### src/rtl/mac_acc_readout.sv
// Readout stage for the MAC accumulator: a 2-entry snapshot FIFO feeding a
// byte serializer that emits {ovf,drop,seq} followed by the accumulator LSB first.
//
// state | meaning
// ------+------------------------------------------------------------
// IDLE  | no frame in flight; pops the FIFO head as soon as one exists
// SEND  | frame register drives header (idx=0) then data bytes 1..NBYTES
module mac_acc_readout #(
    parameter int ACC_W = 24
) (
    input  logic             clk,
    input  logic             rst_n,
    input  logic             ena,
    input  logic             cap_stb,
    input  logic [ACC_W-1:0] acc_in,
    input  logic             acc_ovf_in,
    output logic [7:0]       out_byte,
    output logic             out_valid,
    input  logic             out_ready,
    output logic             out_last,
    output logic             busy
);

    localparam int NBYTES = ACC_W / 8;
    localparam int IDX_W  = $clog2(NBYTES + 1);
    localparam int ENT_W  = ACC_W + 8;

    localparam logic [0:0] ST_IDLE = 1'b0;
    localparam logic [0:0] ST_SEND = 1'b1;

    localparam logic [IDX_W-1:0] IDX_LAST = IDX_W'(NBYTES);

    logic [0:0]       r_state;
    logic [IDX_W-1:0] r_idx;
    logic [ENT_W-1:0] r_frame;
    logic [ENT_W-1:0] r_mem [2];
    logic             r_wr_ptr;
    logic             r_rd_ptr;
    logic [1:0]       r_count;
    logic [5:0]       r_seq;
    logic             r_drop;

    logic             w_send;
    logic             w_empty;
    logic             w_full;
    logic             w_xfer;
    logic             w_idx_last;
    logic             w_pop;
    logic             w_cap;
    logic [ENT_W-1:0] w_entry;
    logic [7:0]       w_sel;

    assign w_send     = (r_state == ST_SEND);
    assign w_empty    = (r_count == 2'd0);
    assign w_full     = (r_count == 2'd2);
    assign w_xfer     = ena & w_send & out_ready;
    assign w_idx_last = (r_idx == IDX_LAST);

    // A pop frees a slot in the same cycle, so a capture into a full FIFO still lands.
    assign w_pop   = ena & ~w_empty & (~w_send | (w_xfer & w_idx_last));
    assign w_cap   = ena & cap_stb & (~w_full | w_pop);
    assign w_entry = {acc_ovf_in, r_drop, r_seq, acc_in};

    always_comb begin
        w_sel = r_frame[ACC_W +: 8];
        for (int k = 1; k <= NBYTES; k++) begin
            if (r_idx == IDX_W'(k)) begin
                w_sel = r_frame[(k-1)*8 +: 8];
            end
        end
    end

    assign out_valid = ena & w_send;
    assign out_last  = out_valid & w_idx_last;
    assign out_byte  = w_send ? w_sel : 8'h00;
    assign busy      = ~w_empty | w_send;

    always_ff @(posedge clk or negedge rst_n) begin
        if (!rst_n) begin
            for (int i = 0; i < 2; i++) begin
                r_mem[i] <= '0;
            end
            r_wr_ptr <= 1'b0;
            r_rd_ptr <= 1'b0;
            r_count  <= 2'd0;
        end else begin
            if (w_cap) begin
                r_mem[r_wr_ptr] <= w_entry;
                r_wr_ptr        <= ~r_wr_ptr;
            end
            if (w_pop) begin
                r_rd_ptr <= ~r_rd_ptr;
            end
            case ({w_cap, w_pop})
                2'b10:   r_count <= r_count + 2'd1;
                2'b01:   r_count <= r_count - 2'd1;
                default: r_count <= r_count;
            endcase
        end
    end

    always_ff @(posedge clk or negedge rst_n) begin
        if (!rst_n) begin
            r_seq  <= 6'd0;
            r_drop <= 1'b0;
        end else if (w_cap) begin
            r_seq  <= r_seq + 6'd1;
            r_drop <= 1'b0;
        end else if (ena & cap_stb) begin
            r_drop <= 1'b1;
        end
    end

    // w_pop and w_xfer already carry ena, so the FSM freezes with it.
    always_ff @(posedge clk or negedge rst_n) begin
        if (!rst_n) begin
            r_state <= ST_IDLE;
            r_idx   <= '0;
            r_frame <= '0;
        end else begin
            case (r_state)
                ST_IDLE: begin
                    if (w_pop) begin
                        r_frame <= r_mem[r_rd_ptr];
                        r_idx   <= '0;
                        r_state <= ST_SEND;
                    end
                end
                ST_SEND: begin
                    if (w_xfer) begin
                        if (w_idx_last) begin
                            if (w_pop) begin
                                r_frame <= r_mem[r_rd_ptr];
                                r_idx   <= '0;
                            end else begin
                                r_state <= ST_IDLE;
                            end
                        end else begin
                            r_idx <= r_idx + IDX_W'(1);
                        end
                    end
                end
                default: r_state <= ST_IDLE;
            endcase
        end
    end

endmodule

### config.mk
export PLATFORM = sky130hd
export DESIGN_NAME = mac_acc_readout
export DESIGN_NICKNAME = d
export VERILOG_FILES = /design/src/rtl/mac_acc_readout.sv
export SDC_FILE = /design/constraint.sdc
export NUM_CORES = 1
export LEC_CHECK = 0
export CELL_PAD_IN_SITES_DETAIL_PLACEMENT = 0
export CELL_PAD_IN_SITES_GLOBAL_PLACEMENT = 2
export CORE_MARGIN = 2
export CORE_UTILIZATION = 49
export DETAILED_ROUTE_END_ITERATION = 16
export DONT_BUFFER_PORTS = 1
export GPL_TIMING_DRIVEN = 0
export PLACE_DENSITY = 0.93
export SYNTH_ARGS = -nofsm -noshare
export SYNTH_HDL_FRONTEND = slang
export SYNTH_SLANG_ARGS = --single-unit
### constraint.sdc
create_clock -name clk -period 2.7 [get_ports clk]
set_input_delay 0.135 -clock clk [delete_from_list [all_inputs] [get_ports clk]]
set_output_delay 0.135 -clock clk [all_outputs]
set_load 0.01 [all_outputs]
* Yosys cells after proc, flatten, opt, wreduce, memory -nomap -nowiden *
Cells that the tools add are included.

storage, ports and cells
  bits in registers = 110
  output and inout bits = 11

operators by class
  add/subtract/negate cells = 4
  magnitude comparators = 3
  equality and inequality tests = 8
  multiplexer cells = 25
  bitwise logic cells = 18
  reduce and logical (&&, ||, !) cells = 5

operators by type and width
  operator                                                                  number
  32-bit 2-to-1 mux                                                         7
  64-bit bitwise mux                                                        1
  32-bit case mux with 2 select lines                                       1
  32-bit demux with 1-bit select                                            1
  8-bit 2-to-1 mux                                                          4
  1-bit AND                                                                 8
  2-bit == test (second input constant)                                     4
  2-bit case mux with 2 select lines                                        2
  6-bit by 1-bit adder with 6-bit output (second input constant)            1
  2-bit 2-to-1 mux                                                          3
  1-bit 2-to-1 mux                                                          5
  1-bit NOT                                                                 5
  2-bit by 1-bit adder with 2-bit output (second input constant)            2
  2-bit by 1-bit == test with 1-bit output (second input constant)          2
  2-bit greater-or-equal comparator (second input constant)                 2
  2-bit by 1-bit inequality test with 1-bit output (second input constant)  2
  1-bit NOT with 2-bit output                                               2
  2-bit nonzero test                                                        2
  1-bit bitwise OR                                                          3
  2-bit zero test                                                           1
  2-bit by 1-bit < comparator with 1-bit output (second input constant)     1
  1-bit case mux with 2 select lines                                        1
  2-bit AND reduction                                                       1
  2-bit by 1-bit subtractor with 2-bit output (second input constant)       1
  1-bit logical AND                                                         1

* Logic depth before layout (Yosys ltp) *
  depth after elaboration = 9
  depth in mapped cells = 6
  gate-level depth less buffers = 5

* Least setup slack after synthesis *
No wires, ideal clock.

  kind = register to register
  start point = register r_idx[0]
  end point = register r_mem[33] (netlist name)
  library setup time = 0.125 ns
  arrival = 1.591 ns
  slack = 0.984 ns
  stages on the path, launching flop included = 6
  path buffers = 1
  path through = dfrtp_1 > ha_1 > a21boi_4 > a211oi_4 > buf_6 > mux2_4

on the way
  longest elaborated chain between the ends = 6

ends and longest elaborated chain
  element                        RTL line  source
  start, declared                34        logic [IDX_W-1:0] r_idx;
  start signal, assigned         139       r_idx <= r_idx + IDX_W'(1);
  2-bit == test                  57        assign w_idx_last = (r_idx == IDX_LAST);
  1-bit AND                      60        assign w_pop = ena & ~w_empty & (~w_send | (w_xfer & w_idx_last));
  1-bit bitwise OR               60
  1-bit AND                      60
  1-bit bitwise OR               61        assign w_cap = ena & cap_stb & (~w_full | w_pop);
  1-bit AND                      61
  end signal, assigned by index  88        r_mem[r_wr_ptr] <= w_entry;
  end, declared                  36        logic [ENT_W-1:0] r_mem [2];

No other way between the ends.
A chain may end at the register's enable or synchronous reset.

* Final worst setup path *
  start point = register r_idx[0]
  end point = output port out_byte[4]

on the way
  longest elaborated chain between the ends = 5
  elaborated cells on any way between the ends = 7

ends and longest elaborated chain
  element                                   RTL line  source
  2-bit by 1-bit == test with 1-bit output  67        if (r_idx == IDX_W'(k)) begin
  8-bit 2-to-1 mux (2 in series)            67
  8-bit 2-to-1 mux *                        67
  8-bit 2-to-1 mux *                        75        assign out_byte = w_send ? w_sel : 8'h00;
  end, declared                             17        output logic [7:0] out_byte,

Mark *: on every way between the ends. The rest lies on a longest branch, timed or not.

==> impl_metrics.tcl <==
set metrics [dict create \
    power.internal_mw 4.48 \
    core.rowCount 37 \
    synth_xor_area_share_pct 1.37 \
    fin_worst_skew_ps 13.0 \
    tightest_slew_ps 698 \
    yosysWarnings 0 \
    die_area_sq_mm 0.0113 \
    rsz0062_at_grt "false" \
    period_share_pct 85.8 \
    final_net_count 425 \
    antenna_cells 0 \
    die_width_microns 106 \
    worstSkewPairLatency_ps 370 \
    cts_sinks 110 \
    ir_worst_vdd_v 0.000640 \
    numCtsBuffers 9 \
    synth_top_family_by_area "multiplexers" \
    crit_type "flop to primary output" \
    cts_resized 0 \
    final_hold_viol_count 0 \
    ys_ff_latch 110 \
    drc_errors 0 \
    die_y_microns 106 \
    status "finished, final reports clean" \
    ant_nets 0 \
    io_pins 41 \
    swShare_pct 32.2 \
    grt_pass1_vias 3016 \
    fin_tns_setup_ps 0 \
    clock_power_share_pct 15.6 \
    syn_nets 385 \
    grt_max_degree 111 \
    arrival_ps 2180 \
    antenna_found_initial 0 \
    drt_wl_total_microns 9470 \
    slew-limit-headroom_pct 53.5 \
    required_ps 2570 \
    syn_area_per_cell_sq_um 14.5 \
    htree_levels 3 \
    max_freq_mhz 432 \
    stdcell_area_sq_mm 0.00579 \
    utilization_pct 56.6 \
    synth.area.mux_share_pct 34.0 \
    seq_area_frac_synth_pct 53.9 \
    port_buffers 0 \
    power.switching_mw 2.12 \
    worstHoldPathType "primary input to flop" \
    area_growth_pct 13.5 \
    setup_viol 0 \
    cts_root_buffer "clkbuf_8" \
    maxCapViolations 0 \
    endpoint_kind "primary output" \
    dpl.hpwl_microns 6440 \
    post_cts_buffers 0 \
    drt_iter0_drc 110 \
    syn_inst 351 \
    combPwrFrac_pct 39.4 \
    vias 2802 \
    grt_overflow 0 \
    wl_per_cell_microns 17.8 \
    pwr-share-seq_pct 45.0 \
    dpl-instance-area_sq_mm 0.00528 \
    start_util_pct 49.9 \
    path_max_fanout 8 \
    synth-simple-area-share_pct 3.55 \
    start_kind "flop" \
    via_per_inst 5.27 \
    ctsHoldBuffers 29 \
    gp_congestion 0.794 \
    grtUsageTotal_pct 18.2 \
    firstDrtPassIters 4 \
    synth-adder-area-share_pct 0.980 \
    grt_pass1_wl_microns 15800 \
    cts_max_path_buffers 2 \
    final-max-slew-violation-count 0 \
    drive_above_1_share_pct 42.2 \
    finalPower_mw 6.60 \
    holdWs_ps 111 \
    core_area_sq_mm 0.0102 \
    cts_tree "done" \
    synth_compound_area_share_pct 3.48 \
    yosysUniqueCellTypes 35 \
    p_leak_nw 2.51 \
    syn_area_sq_mm 0.00510 \
    finalCriticalPeriod_ps 2320 \
    clk_pin_slew_ps 100 \
    power.density_mw_per_mm2 1140 \
]
[cell usage in the layout (no fill, tap or decap), types with 4 or more instances in the layout]
cell / synthesis / layout
dfrtp_1: 110 / 110
xor2_1: 7 / 7
nand2_1: 16 / 16
mux2i_1: 8 / 8
buf_4: 7 / 7
nand2b_1: 4 / 4
clkbuf_1: 8 / 9
dlygate4sd3_1: 0 / 28
mux2_4: 30 / 30
ha_1: 4 / 4
nand3_1: 6 / 6
clkbuf_8: 0 / 11
mux2_2: 105 / 105
o21ai_0: 11 / 11
[path summary, 6_finish.rpt]
kind                                 startpoint                       to  slack (ps)  cells after the start
max                        r_idx[0]$_DFFE_PN0N_              out_byte[4]         380                      5
min                                   out_ready     r_idx[1]$_DFFE_PN0N_         110                      2
max reg2reg                r_idx[0]$_DFFE_PN0N_  r_frame[24]$_DFFE_PN0P_         640                      5
min reg2reg                r_mem[7]$_DFFE_PN0P_     r_mem[7]$_DFFE_PN0P_         490                      1
max in group asynchronous                 rst_n  r_frame[22]$_DFFE_PN0P_        1920                      2
min in group asynchronous                 rst_n  r_frame[10]$_DFFE_PN0P_         360                      2
[state kept, by name, summed over array words and instances, names as in the netlist]
name,count
r_count,2
r_drop,1
r_frame,32
r_idx,2
r_mem,64
r_rd_ptr,1
r_seq,6
r_state,1
r_wr_ptr,1
[layer usage]
metal  wire length [microns]  GRT usage (%)
met1                    4480           24.5
met4                     114           5.08
met3                     267           4.17
met2                    4610           29.6
met5                       0              0
[layout make-up]
class                           instances  area (sq um)
Clock inverter                          4          53.8
Timing Repair Buffer                   29           308
Sequential cell                       110          2750
Fill cell                             826          4440
Multi-Input combinational cell        218          2210
Clock buffer                           12           155
Inverter                                3          11.3
Tap cell                              136           170
Buffer                                 20           126
[stage by stage]
stage | instances | setup slack (ps)
2_1_floorplan | 351 | 984
3_3_place_gp | 487 | 597
3_5_place_dp | 487 | 593
4_1_cts | 532 | 331
5_1_grt | 532 | 246
6_report | 532 | 384
[power by group through the flow]
stage	combinational [mW]	sequential (mW)	clock (mW)
floorplan	2.14	2.82	0
global placement	2.49	2.96	0
CTS	2.65	2.97	1.06
finish	2.60	2.97	1.03
detailed placement	2.56	3.00	0
global route	2.85	3.08	1.13
[synth_stat cells, drive strengths merged]
| cell type | instances | area share [%] |
|---|---|---|
| ha | 4 | 0.98 |
| and2 | 2 | 0.25 |
| a2111oi | 1 | 0.17 |
| nor2 | 4 | 0.34 |
| xor2 | 7 | 1.2 |
| nand2b | 4 | 0.49 |
| a21boi | 1 | 0.37 |
| a21oi | 3 | 0.37 |
| dfrtp | 110 | 54 |
| and3 | 1 | 0.12 |
| nand3 | 6 | 0.59 |
| o311a | 1 | 0.20 |
| xnor2 | 1 | 0.17 |
| mux2 | 137 | 32 |
| a41oi | 1 | 0.17 |
| nor2b | 1 | 0.12 |
| inv | 3 | 0.22 |
| nand2 | 16 | 1.2 |
| a221oi | 1 | 0.17 |
| o21ai | 11 | 1.1 |
| and4b | 1 | 0.20 |
| nand3b | 1 | 0.15 |
| mux2i | 8 | 1.6 |
| buf | 12 | 1.9 |
| a211oi | 4 | 0.83 |
| a31oi | 1 | 0.12 |
| clkbuf | 8 | 0.59 |
| or3 | 1 | 0.12 |
[cells by family (layout without fill, tap and decap cells)]
group	count (synthesis)	count (layout)
flip-flops	110	110
AND/OR/NAND/NOR	37	37
adder cells (fa/ha/maj)	4	4
buffers and inverters	23	68
XOR/XNOR	8	8
AO/OA/AOI/OAI	24	24
multiplexers	145	145
[critical path: stages (launching register included)]
cell and delay (ps):
dfrtp_1 440, inv_1 70, ha_1 140, clkbuf_1 540, mux2i_1 180, o21ai_0 440
Note: power is estimated with default switching activity, not from simulation.
